[src/rtl/multicycle_ctrl_pkg.sv]
// Shared types and constants for the multicycle RV32I sequencer: FSM states, op classes, mux selects.
// Decoder op layout: bit5 type, bit4 load/store, bit3 ALU, bits 2:0 jump subcode.
package ctrl_pkg;

    typedef enum logic [2:0] {
        ST_IDLE,
        ST_FETCH,
        ST_DECODE,
        ST_EXEC,
        ST_MEM,
        ST_WB,
        ST_TRAP
    } state_t;

    typedef enum logic [3:0] {
        CLS_NOP,
        CLS_ALU,
        CLS_LOAD,
        CLS_STORE,
        CLS_BRANCH,
        CLS_JAL,
        CLS_JALR,
        CLS_LUI,
        CLS_AUIPC
    } op_class_t;

    localparam logic [1:0] PC_SRC_PLUS4 = 2'd0;
    localparam logic [1:0] PC_SRC_IMM   = 2'd1;
    localparam logic [1:0] PC_SRC_ALU   = 2'd2;

    localparam logic [2:0] WB_SRC_ALU   = 3'd0;
    localparam logic [2:0] WB_SRC_MDR   = 3'd1;
    localparam logic [2:0] WB_SRC_PC4   = 3'd2;
    localparam logic [2:0] WB_SRC_IMM   = 3'd3;
    localparam logic [2:0] WB_SRC_PCIMM = 3'd4;

    localparam int OP_ALU_BIT  = 3;
    localparam int OP_LS_BIT   = 4;
    localparam int OP_TYPE_BIT = 5;

    localparam logic [2:0] OP_GRP_JUMP   = 3'b000;
    localparam logic [2:0] OP_GRP_LOAD   = 3'b010;
    localparam logic [2:0] OP_GRP_BRANCH = 3'b100;
    localparam logic [2:0] OP_GRP_STORE  = 3'b110;

    localparam logic [2:0] OP_SUB_JALR  = 3'b100;
    localparam logic [2:0] OP_SUB_JAL   = 3'b101;
    localparam logic [2:0] OP_SUB_AUIPC = 3'b010;
    localparam logic [2:0] OP_SUB_LUI   = 3'b110;

endpackage

[src/rtl/multicycle_ctrl_if.sv]
// Datapath/memory side of the multicycle sequencer: strobes, req/ack handshakes, counters.
// master = sequencer, slave = datapath and memories.
interface multicycle_ctrl_if;
    logic        run;
    logic [5:0]  op;
    logic        branch_taken;
    logic        imem_ack;
    logic        dmem_ack;
    logic        imem_req;
    logic        ir_we;
    logic        dmem_req;
    logic        dmem_we;
    logic        mdr_we;
    logic        pc_we;
    logic [1:0]  pc_src;
    logic        rf_we;
    logic [2:0]  wb_src;
    logic        retire;
    logic        illegal;
    logic [31:0] cycle_cnt;
    logic [31:0] instret_cnt;

    modport master (
        input  run, op, branch_taken, imem_ack, dmem_ack,
        output imem_req, ir_we, dmem_req, dmem_we, mdr_we, pc_we, pc_src,
               rf_we, wb_src, retire, illegal, cycle_cnt, instret_cnt
    );

    modport slave (
        output run, op, branch_taken, imem_ack, dmem_ack,
        input  imem_req, ir_we, dmem_req, dmem_we, mdr_we, pc_we, pc_src,
               rf_we, wb_src, retire, illegal, cycle_cnt, instret_cnt
    );
endinterface

[src/rtl/multicycle_ctrl_op_classify.sv]
// Combinational 6-bit decoder op to instruction class plus illegal flag; zero latency.
module op_classify
    import ctrl_pkg::*;
(
    input  logic [5:0] op,
    output op_class_t  cls,
    output logic       illegal
);
    always_comb begin
        cls     = CLS_NOP;
        illegal = 1'b0;
        if (op == 6'd0) begin
            cls = CLS_NOP;
        end else if (op[OP_ALU_BIT]) begin
            cls = CLS_ALU;
        end else begin
            case (op[OP_TYPE_BIT:OP_ALU_BIT])
                OP_GRP_LOAD:   cls = CLS_LOAD;
                OP_GRP_STORE:  cls = CLS_STORE;
                OP_GRP_BRANCH: cls = CLS_BRANCH;
                OP_GRP_JUMP: begin
                    case (op[2:0])
                        OP_SUB_JALR:  cls = CLS_JALR;
                        OP_SUB_JAL:   cls = CLS_JAL;
                        OP_SUB_AUIPC: cls = CLS_AUIPC;
                        OP_SUB_LUI:   cls = CLS_LUI;
                        default:      illegal = 1'b1;
                    endcase
                end
                default: illegal = 1'b1;
            endcase
        end
    end
endmodule

[src/rtl/multicycle_ctrl.sv]
// Multicycle FETCH/DECODE/EXEC/MEM/WB sequencer; 4 cycles per instruction, 5 for load/store, plus memory waits.
// Holds in FETCH/MEM until ack (no timeout); optional counters under MCTRL_PERF_CNT_EN.
module multicycle_ctrl
    import ctrl_pkg::*;
#(
    parameter logic [1:0] RESET_PC_SRC = 2'd0
)(
    input  logic             clk,
    input  logic             rst_n,
    multicycle_ctrl_if.master bus
);
    state_t    state_q, state_d;
    op_class_t cls_q, dec_cls;
    logic      dec_illegal;

    op_classify u_classify (
        .op      (bus.op),
        .cls     (dec_cls),
        .illegal (dec_illegal)
    );

    always_ff @(posedge clk or negedge rst_n) begin
        if (!rst_n) begin
            state_q <= ST_IDLE;
            cls_q   <= CLS_NOP;
        end else begin
            state_q <= state_d;
            if (state_q == ST_DECODE) cls_q <= dec_cls;
        end
    end

    always_comb begin
        state_d      = state_q;
        bus.imem_req = 1'b0;
        bus.ir_we    = 1'b0;
        bus.dmem_req = 1'b0;
        bus.dmem_we  = 1'b0;
        bus.mdr_we   = 1'b0;
        bus.pc_we    = 1'b0;
        bus.pc_src   = PC_SRC_PLUS4;
        bus.rf_we    = 1'b0;
        bus.wb_src   = WB_SRC_ALU;
        bus.retire   = 1'b0;
        bus.illegal  = 1'b0;
        unique case (state_q)
            ST_IDLE: begin
                bus.pc_src = RESET_PC_SRC;
                if (bus.run) state_d = ST_FETCH;
            end
            ST_FETCH: begin
                bus.imem_req = 1'b1;
                if (bus.imem_ack) begin
                    bus.ir_we = 1'b1;
                    state_d   = ST_DECODE;
                end
            end
            ST_DECODE: state_d = dec_illegal ? ST_TRAP : ST_EXEC;
            ST_EXEC: begin
                state_d = (cls_q == CLS_LOAD || cls_q == CLS_STORE) ? ST_MEM : ST_WB;
            end
            ST_MEM: begin
                bus.dmem_req = 1'b1;
                bus.dmem_we  = (cls_q == CLS_STORE);
                if (bus.dmem_ack) begin
                    bus.mdr_we = (cls_q == CLS_LOAD);
                    state_d    = ST_WB;
                end
            end
            ST_WB: begin
                bus.pc_we  = 1'b1;
                bus.retire = 1'b1;
                case (cls_q)
                    CLS_ALU:    begin bus.rf_we = 1'b1; bus.wb_src = WB_SRC_ALU;   end
                    CLS_LOAD:   begin bus.rf_we = 1'b1; bus.wb_src = WB_SRC_MDR;   end
                    CLS_BRANCH: bus.pc_src = bus.branch_taken ? PC_SRC_IMM : PC_SRC_PLUS4;
                    CLS_JAL:    begin bus.rf_we = 1'b1; bus.wb_src = WB_SRC_PC4; bus.pc_src = PC_SRC_IMM; end
                    CLS_JALR:   begin bus.rf_we = 1'b1; bus.wb_src = WB_SRC_PC4; bus.pc_src = PC_SRC_ALU; end
                    CLS_LUI:    begin bus.rf_we = 1'b1; bus.wb_src = WB_SRC_IMM;   end
                    CLS_AUIPC:  begin bus.rf_we = 1'b1; bus.wb_src = WB_SRC_PCIMM; end
                    default:    bus.rf_we = 1'b0;
                endcase
                // run is only looked at here and in IDLE, so an instruction always completes
                state_d = bus.run ? ST_FETCH : ST_IDLE;
            end
            ST_TRAP: bus.illegal = 1'b1;
            default: state_d = ST_IDLE;
        endcase
    end

`ifdef MCTRL_PERF_CNT_EN
    logic [31:0] cycle_q, instret_q;

    always_ff @(posedge clk or negedge rst_n) begin
        if (!rst_n) begin
            cycle_q   <= 32'd0;
            instret_q <= 32'd0;
        end else begin
            if (state_q != ST_IDLE && state_q != ST_TRAP) cycle_q <= cycle_q + 32'd1;
            if (state_q == ST_WB) instret_q <= instret_q + 32'd1;
        end
    end

    assign bus.cycle_cnt   = cycle_q;
    assign bus.instret_cnt = instret_q;
`else
    assign bus.cycle_cnt   = 32'd0;
    assign bus.instret_cnt = 32'd0;
`endif

endmodule
[src/flat_wrapper.sv]
// flat-port wrapper written by rule: the top's interface ports become plain ports
module multicycle_ctrl_flat import ctrl_pkg::*;
#(
    parameter logic [1:0] RESET_PC_SRC = 2'd0
)
  (clk, rst_n, bus_run, bus_op, bus_branch_taken, bus_imem_ack, bus_dmem_ack, bus_imem_req, bus_ir_we, bus_dmem_req, bus_dmem_we, bus_mdr_we, bus_pc_we, bus_pc_src, bus_rf_we, bus_wb_src, bus_retire, bus_illegal, bus_cycle_cnt, bus_instret_cnt);
  multicycle_ctrl_if bus_i ();
  input  logic clk;
  input  logic rst_n;
  input wire logic [$bits(bus_i.run)-1:0] bus_run;
  input wire logic [$bits(bus_i.op)-1:0] bus_op;
  input wire logic [$bits(bus_i.branch_taken)-1:0] bus_branch_taken;
  input wire logic [$bits(bus_i.imem_ack)-1:0] bus_imem_ack;
  input wire logic [$bits(bus_i.dmem_ack)-1:0] bus_dmem_ack;
  output wire logic [$bits(bus_i.imem_req)-1:0] bus_imem_req;
  output wire logic [$bits(bus_i.ir_we)-1:0] bus_ir_we;
  output wire logic [$bits(bus_i.dmem_req)-1:0] bus_dmem_req;
  output wire logic [$bits(bus_i.dmem_we)-1:0] bus_dmem_we;
  output wire logic [$bits(bus_i.mdr_we)-1:0] bus_mdr_we;
  output wire logic [$bits(bus_i.pc_we)-1:0] bus_pc_we;
  output wire logic [$bits(bus_i.pc_src)-1:0] bus_pc_src;
  output wire logic [$bits(bus_i.rf_we)-1:0] bus_rf_we;
  output wire logic [$bits(bus_i.wb_src)-1:0] bus_wb_src;
  output wire logic [$bits(bus_i.retire)-1:0] bus_retire;
  output wire logic [$bits(bus_i.illegal)-1:0] bus_illegal;
  output wire logic [$bits(bus_i.cycle_cnt)-1:0] bus_cycle_cnt;
  output wire logic [$bits(bus_i.instret_cnt)-1:0] bus_instret_cnt;
  assign bus_i.run = bus_run;
  assign bus_i.op = bus_op;
  assign bus_i.branch_taken = bus_branch_taken;
  assign bus_i.imem_ack = bus_imem_ack;
  assign bus_i.dmem_ack = bus_dmem_ack;
  assign bus_imem_req = bus_i.imem_req;
  assign bus_ir_we = bus_i.ir_we;
  assign bus_dmem_req = bus_i.dmem_req;
  assign bus_dmem_we = bus_i.dmem_we;
  assign bus_mdr_we = bus_i.mdr_we;
  assign bus_pc_we = bus_i.pc_we;
  assign bus_pc_src = bus_i.pc_src;
  assign bus_rf_we = bus_i.rf_we;
  assign bus_wb_src = bus_i.wb_src;
  assign bus_retire = bus_i.retire;
  assign bus_illegal = bus_i.illegal;
  assign bus_cycle_cnt = bus_i.cycle_cnt;
  assign bus_instret_cnt = bus_i.instret_cnt;
  multicycle_ctrl #(.RESET_PC_SRC(RESET_PC_SRC)) u_core (.clk(clk), .rst_n(rst_n), .bus(bus_i));
endmodule
[config.mk]
export PLATFORM = sky130hd
export DESIGN_NAME = multicycle_ctrl_flat
export DESIGN_NICKNAME = d
export VERILOG_FILES = /design/src/rtl/multicycle_ctrl_pkg.sv /design/src/rtl/multicycle_ctrl_if.sv /design/src/rtl/multicycle_ctrl_op_classify.sv /design/src/rtl/multicycle_ctrl.sv /design/src/flat_wrapper.sv
export SDC_FILE = /design/constraint.sdc
export NUM_CORES = 1
export LEC_CHECK = 0
export ABC_AREA = 1
export BUFFER_PORTS_ARGS = -buffer_cell sky130_fd_sc_hd__buf_4
export CAP_MARGIN = 20
export CELL_PAD_IN_SITES_DETAIL_PLACEMENT = 1
export CELL_PAD_IN_SITES_GLOBAL_PLACEMENT = 1
export CORE_ASPECT_RATIO = 1.1
export CORE_MARGIN = 2
export CORE_UTILIZATION = 25
export CTS_BUF_LIST = sky130_fd_sc_hd__clkbuf_4
export DETAILED_ROUTE_END_ITERATION = 8
export PLACE_DENSITY = 0.89
export SYNTH_ARGS = -nofsm -noshare
export SYNTH_HDL_FRONTEND = slang
export SYNTH_SLANG_ARGS = --single-unit
[constraint.sdc]
create_clock -name clk -period 1.52 [get_ports clk]
set_input_delay 0.304 -clock clk [delete_from_list [all_inputs] [get_ports clk]]
set_output_delay 0.304 -clock clk [all_outputs]
set_load 0.05 [all_outputs]
==> flow_metrics.py, run 1 <==
metrics = {
    "run_status": {
        "status": "complete, but fails checks",
        "violations": "setup timing",
    },
    "grt": {
        "use_met3_pct": 1.53,
        "antenna_found_initial": 0,
        "gr-usage-met1_pct": 11.4,
        "busiest_layer": "met2",
        "grt_use_total_pct": 13.1,
        "met2_usage_pct": 26.5,
        "grt_pass1_vias": 1053,
        "grt_pass1_wl_microns": 4710,
        "globalRouteOverflowTotal": 0,
        "grt_start_max_net_pins": 10,
    },
    "placement": {
        "place_area_sq_um": 1350,
        "io_buffers": 25,
        "gp_congestion": 0.744,
        "hpwlAfterDp_microns": 2260,
        "place_inst": 256,
        "pre_cts_slack_ps": -44.9,
    },
    "clocking": {
        "cts_inserted_buffers": 3,
        "clockBufferDepth": 2,
        "root_buffer": "clkbuf_4",
        "h-tree-depth": 1,
        "cts_sinks": 7,
        "clk_pin_slew_ps": 60,
        "tritoncts": "built",
        "clock_latency_ps": 260,
    },
    "sta": {
        "fin_tns_setup_ps": -2690,
        "final-setup-viol-count": 17,
        "setup_slack_ps": -261,
        "clock_skew_ps": 10.3,
        "period_share_pct": 117,
        "finalHoldViolCount": 0,
        "drv_slew": 0,
        "rsz0062_at_grt": "yes",
        "fmax_ghz": 0.561,
        "layout_min_cycle_time_ps": 1780,
    },
    "routing": {
        "avgViaCountPerCell": 3.85,
        "vias": 1071,
        "wl_microns": 3700,
        "drt_iter0_markers": 20,
        "post_drt_wl_per_cell_microns": 13.3,
        "drc": 0,
        "ant_nets": 0,
        "dr.pass1.iters": 4,
    },
    "logic_synthesis": {
        "synth_area_sq_um": 1100,
        "ys_seq_area_share_pct": 15.9,
        "synth_cell_types": 21,
        "postSynthCellCount": 165,
        "synth.ff_latch_count": 7,
        "synth.avg_cell_area_sq_um": 6.66,
        "ys_warn_count": 0,
    },
    "die": {
        "start_util_pct": 25.8,
        "io_pins": 90,
        "row_count": 25,
        "coreArea_sq_um": 4250,
        "die_area_sq_um": 4940,
        "die_width_microns": 67.2,
        "die_h_microns": 73.5,
    },
    "worst_setup_path": {
        "crit_type": "flip-flop to primary output",
        "cp_top_family": "buffers and inverters",
        "cp_cell_sequence": "inv_2, nand3_4, buf_4, buf_6, o21ai_4, buf_8",
        "crit_required_ps": 1220,
        "cp.depth": 6,
        "cp-start-kind": "flip-flop",
        "cp_max_fo": 5,
        "end_kind": "primary output",
        "cp_num_buf_inv": 4,
        "timing.rr.start": "u_core.state_q[1]",
        "r2r_setup_slack_ps": -80,
        "reg2reg_depth": 11,
        "crit_arrival_ps": 1480,
        "slowest_delay_ps": 420,
        "r2r-end": "u_core.state_q[1]",
        "critPathSlowestCell": "dfrtp_2",
    },
    "finish": {
        "syn2layout_area_growth_pct": 59.0,
        "final_nets": 237,
        "num_antenna_cells": 0,
        "instances_no_fill": 278,
        "drive_gt1_share_pct": 46.9,
        "finalInstanceArea_sq_um": 1750,
        "fill_cells": 534,
    },
    "worst_hold_path": {
        "hold_depth": 4,
        "hold_class": "input pin to flip-flop",
        "hold_path_end": "u_core.state_q[0]",
        "hp-start": "bus_imem_ack",
    },
    "pwr": {
        "clkPwrFrac_pct": 6.7,
        "p_sw_share_pct": 57.3,
        "comb_power_share_pct": 79.4,
        "switchingPower_mw": 1.65,
        "internal_power_mw": 1.23,
        "max-vdd-ir-drop_uv": 492,
        "power_leakage_nw": 0.892,
        "power_density_nw_per_um2": 1650,
        "pwr-share-seq_pct": 13.9,
    },
    "job": {
        "cap_violations": 0,
    },
}
power groups by stage:
stage	Sequential (mW)	Clock (mW)	Combinational [mW]
final	0.402	0.193	2.29
after global routing	0.411	0.207	2.40
after CTS	0.388	0.198	1.95
after detailed placement	0.359	0	1.61
after global placement	0.347	0	1.56
after floorplan	0.393	0	1.25
final cells by class:
type                    instances  area [sq um]  area share (%)
clock buffers                   4          30.0            1.72
inverters                      19          93.8            5.37
multi-input cells             136           800            45.8
flip-flops and latches          7           181            10.4
well taps                      54          67.6            3.87
repair buffers                 58           574            32.9
cell usage in the layout (no fill, tap or decap):
cell type      instances
conb_1                64
buf_4                 31
nand2_1               20
buf_6                 17
inv_1                  8
buf_8                  8
inv_2                  7
o21ai_0                7
nor2_1                 6
nor2_4                 5
nand2_2                5
dfrtp_2                5
nor4_4                 4
nand3_1                4
clkbuf_4               4
nand2_4                3
nand3_4                3
nor2_2                 3
a21oi_1                3
nor3_4                 2
inv_4                  2
dfrtp_1                2
inv_6                  1
clkinv_8               1
a31oi_2                1
o2111ai_4              1
o21ai_4                1
nor3_1                 1
o21bai_1               1
o21ai_1                1
xor2_1                 1
dlygate4sd3_1          1
buf_12                 1
kinds of logic after synthesis:
kind of cell           count (synthesis)  synth area share (%)
XOR/XNOR                               1                 0.797
other                                  1                 0.341
AO/OA/AOI/OAI                         15                  7.52
buffers and inverters                 85                  51.4
AND/OR/NAND/NOR                       56                  24.0
flip-flops                             7                  15.9
stage by stage:
step / total power, mW / utilization [%] / hold slack, ps
6_report: 2.89 / 41.1 / 362
5_1_grt: 3.02 / 41.1 / 374
4_1_cts: 2.54 / 38.2 / 361
3_5_place_dp: 1.97 / 31.6 / 124
3_3_place_gp: 1.91 / 31.6 / 121
2_1_floorplan: 1.64 / - / 8.41
worst max-delay path by stage:
stage                      start           to  slack (ps)
3_5_place_dp   u_core.state_q[1]  bus_dmem_we         -40
5_1_grt        u_core.state_q[1]    bus_rf_we        -300
4_1_cts        u_core.state_q[1]    bus_rf_we        -220
3_3_place_gp   u_core.state_q[1]  bus_dmem_we          20
2_1_floorplan  u_core.state_q[0]    bus_ir_we        -190
6_report       u_core.state_q[1]    bus_rf_we        -260
state kept, by name, indices dropped and copies added, names as in the netlist:
register        count
u_core.cls_q        4
u_core.state_q      3
repair_timing:
item	4_1_cts	5_1_grt
setup endpoints to repair	14	16
hold buffers	1	0
buffers inserted	10	7
pin swaps	7	5
resized for setup	41	22
hold endpoints to repair	7	0
Yosys cell counts:
cell type	instances	area, sq um
nor2_1	11	41.3
nand3_1	6	30.0
nor4_1	4	25.0
a21oi_1	3	15.0
xor2_1	1	8.76
o21bai_1	1	7.51
inv_2	4	15.0
o2111ai_1	1	8.76
nor3_1	2	10.0
dfrtp_1	7	175
buf_4	65	488
nor3_4	1	16.3
nand2_1	25	93.8
nor2_2	3	18.8
conb_1	1	3.75
inv_1	15	56.3
nand3_2	1	10.0
nand2_2	3	18.8
buf_2	1	5.00
o21ai_0	9	45.0
a31oi_1	1	6.26
worst register-to-register path, cell delays in order, from the launching register on:
cell,delay [ps]
dfrtp_2,420
buf_6,130
buf_4,150
nor3_4,160
buf_6,130
buf_4,90
buf_4,90
nand2_2,50
nand2_2,90
nor2_2,50
nand2_1,50
nand2_1,60
metal layers:
metal / wire length, microns / share of wire, % / vias to the layer above
met5: 0 / 0 / -
met4: 124 / 3.4 / 0
met3: 217 / 5.9 / 12
met2: 2210 / 60 / 64
met1: 1150 / 31 / 494
li1: - / - / 501
No activity file was read; power rests on OpenSTA's default activity.
==> run 2, diff against run 1 <==
Settings changed: RECOVER_POWER from default to 50.
==> run 2 against run 1 <==
Compared with the run above:
- worst hold slack unchanged
- critical endpoint unchanged
- die area unchanged
- combinational power about the same
- first-iteration DRC count unchanged
- clock power about the same
- global-route usage unchanged
- largest cell class unchanged
- sequential share of layout area about the same
- the run still ends with setup timing left
- clock skew unchanged
- largest power group unchanged
- power about the same
- setup slack unchanged
- critical path depth unchanged
- critical path type unchanged
==> flow_metrics.py, run 2 (synthesis gave the netlist of run 1 again) <==
metrics = {
    "run_status": {
        "status": "complete, but fails checks",
        "violations": "setup timing",
    },
    "finish": {
        "num_antenna_cells": 0,
        "regArea_sq_um": 181,
        "syn2layout_area_growth_pct": 58.7,
        "final_nets": 237,
        "final_cell_mix": "64 x conb_1, 30 x buf_4, 20 x nand2_1",
        "largest_register_ffs": 4,
        "fill_cells": 535,
        "largest-register": "u_core.cls_q",
        "multi_input_area_sq_um": 800,
        "reg_top3": "u_core.cls_q: 4 flops, u_core.state_q: 3 flops",
        "drive_gt1_share_pct": 46.4,
        "final_util_pct": 41.0,
        "layout_commonest_cell": "conb_1",
    },
    "pwr": {
        "clkPwrFrac_pct": 6.7,
        "power_density_nw_per_um2": 1660,
        "pwr-share-seq_pct": 13.9,
        "p_sw_share_pct": 57.3,
        "max-vdd-ir-drop_uv": 492,
        "switchingPower_mw": 1.65,
        "power_mw": 2.89,
        "power_leakage_nw": 0.889,
        "comb_power_share_pct": 79.4,
        "internal_power_mw": 1.23,
    },
    "sta": {
        "whs_ps": 362,
        "fmax_ghz": 0.561,
        "layout_min_cycle_time_ps": 1780,
        "setup_slack_ps": -261,
        "clock_skew_ps": 10.3,
        "final-setup-viol-count": 17,
        "period_share_pct": 117,
        "finalHoldViolCount": 0,
        "drv_slew": 0,
        "rsz0062_at_grt": "yes",
    },
    "worst_setup_path": {
        "slowest_delay_ps": 420,
        "cp-endpoint": "bus_rf_we",
        "r2r_setup_slack_ps": -80,
        "cp_max_fo": 5,
        "timing.rr.start": "u_core.state_q[1]",
        "cp_cell_sequence": "inv_2, nand3_4, buf_4, buf_6, o21ai_4, buf_8",
        "cp_num_buf_inv": 4,
        "end_kind": "primary output",
        "cp.depth": 6,
        "cp_top_family": "buffers and inverters",
        "cp-start-kind": "flip-flop",
        "crit_start": "u_core.state_q[1]",
        "reg2reg_depth": 11,
        "crit_required_ps": 1220,
        "crit_arrival_ps": 1480,
        "crit_type": "flip-flop to primary output",
        "critPathSlowestCell": "dfrtp_2",
        "r2r-end": "u_core.state_q[1]",
    },
    "clocking": {
        "cts_inserted_buffers": 3,
        "clk_pin_slew_ps": 60,
        "tritoncts": "built",
        "clock_latency_ps": 260,
        "cts_sinks": 7,
        "clockBufferDepth": 2,
        "root_buffer": "clkbuf_4",
        "h-tree-depth": 1,
    },
    "die": {
        "die_area_sq_um": 4940,
        "row_count": 25,
        "io_pins": 90,
        "start_util_pct": 25.8,
        "die_h_microns": 73.5,
        "coreArea_sq_um": 4250,
        "die_width_microns": 67.2,
    },
    "job": {
        "cap_violations": 0,
    },
    "grt": {
        "grt_pass1_vias": 1053,
        "antenna_found_initial": 0,
        "globalRouteOverflowTotal": 0,
        "grt_pass1_wl_microns": 4710,
        "grt_start_max_net_pins": 10,
        "grt_use_total_pct": 13.1,
    },
    "routing": {
        "avgViaCountPerCell": 3.85,
        "drt_iter0_markers": 20,
        "post_drt_wl_per_cell_microns": 13.3,
        "dr.pass1.iters": 4,
        "ant_nets": 0,
        "vias": 1071,
        "drc": 0,
        "wl_microns": 3700,
    },
    "placement": {
        "gp_congestion": 0.744,
        "io_buffers": 25,
        "hpwlAfterDp_microns": 2260,
    },
    "worst_hold_path": {
        "hold_class": "input pin to flip-flop",
    },
}
-- run 2: cell types whose count changed in the layout (fill, tap and decap cells not counted), sizes merged --
cell and change:
buf -1, clkbuf +1
-- run 2: worst min path at each step --
stage | from | endpoint | slack, ps | cells after the start
after floorplan | rst_n | u_core.cls_q[0] | 8 | 0
after global placement | rst_n | u_core.state_q[1] | 120 | 1
after detailed placement | rst_n | u_core.cls_q[1] | 120 | 1
after CTS | bus_op[3] | u_core.cls_q[0] | 360 | 5
after global routing | bus_imem_ack | u_core.state_q[0] | 370 | 4
final | bus_imem_ack | u_core.state_q[0] | 360 | 4
-- run 2: routing by layer --
| layer | track usage [%] | up-vias | routed length [microns] |
|---|---|---|---|
| li1 | - | 501 | - |
| met1 | 11.4 | 494 | 1150 |
| met2 | 26.5 | 64 | 2210 |
| met3 | 1.53 | 12 | 217 |
| met4 | 9.52 | 0 | 124 |
| met5 | 0 | - | 0 |
-- run 2: area by class of cell --
| class | instances | share of cell area [%] |
|---|---|---|
| Multi-Input combinational cell | 136 | 45.9 |
| Timing Repair Buffer | 58 | 32.7 |
| Sequential cell | 7 | 10.4 |
| Inverter | 19 | 5.38 |
| Tap cell | 54 | 3.88 |
| Clock buffer | 4 | 1.72 |
-- run 2: power by group through the flow --
stage	combinational (mW)	sequential (mW)	clock, mW
after floorplan	1.25	0.393	0
after global placement	1.56	0.347	0
after detailed placement	1.61	0.359	0
after CTS	1.95	0.388	0.198
after global routing	2.40	0.411	0.207
final	2.29	0.402	0.193
-- run 2: timing repair --
action | CTS | global route
resized for setup | 41 | 22
pin swaps | 7 | 5
setup buffers | 10 | 7
hold buffers | 1 | 0
endpoints found under the setup margin | 14 | 16
endpoints found under the hold margin | 7 | 0
-- run 2: stage by stage --
step,setup TNS (ps),setup slack [ps],instance area [sq um],cells
after floorplan,-679,-188,1470,228
after global placement,0,19.5,1350,256
after detailed placement,-86.9,-44.9,1350,256
after CTS,-2150,-217,1630,271
after global routing,-3460,-299,1740,278
final,-2690,-261,1740,278
-- run 2: tightest hold or removal path: cells and delay by family --
kind | cells | cell delay [ps]
buffers and inverters | 2 | 140
and+or+nand+nor | 2 | 140
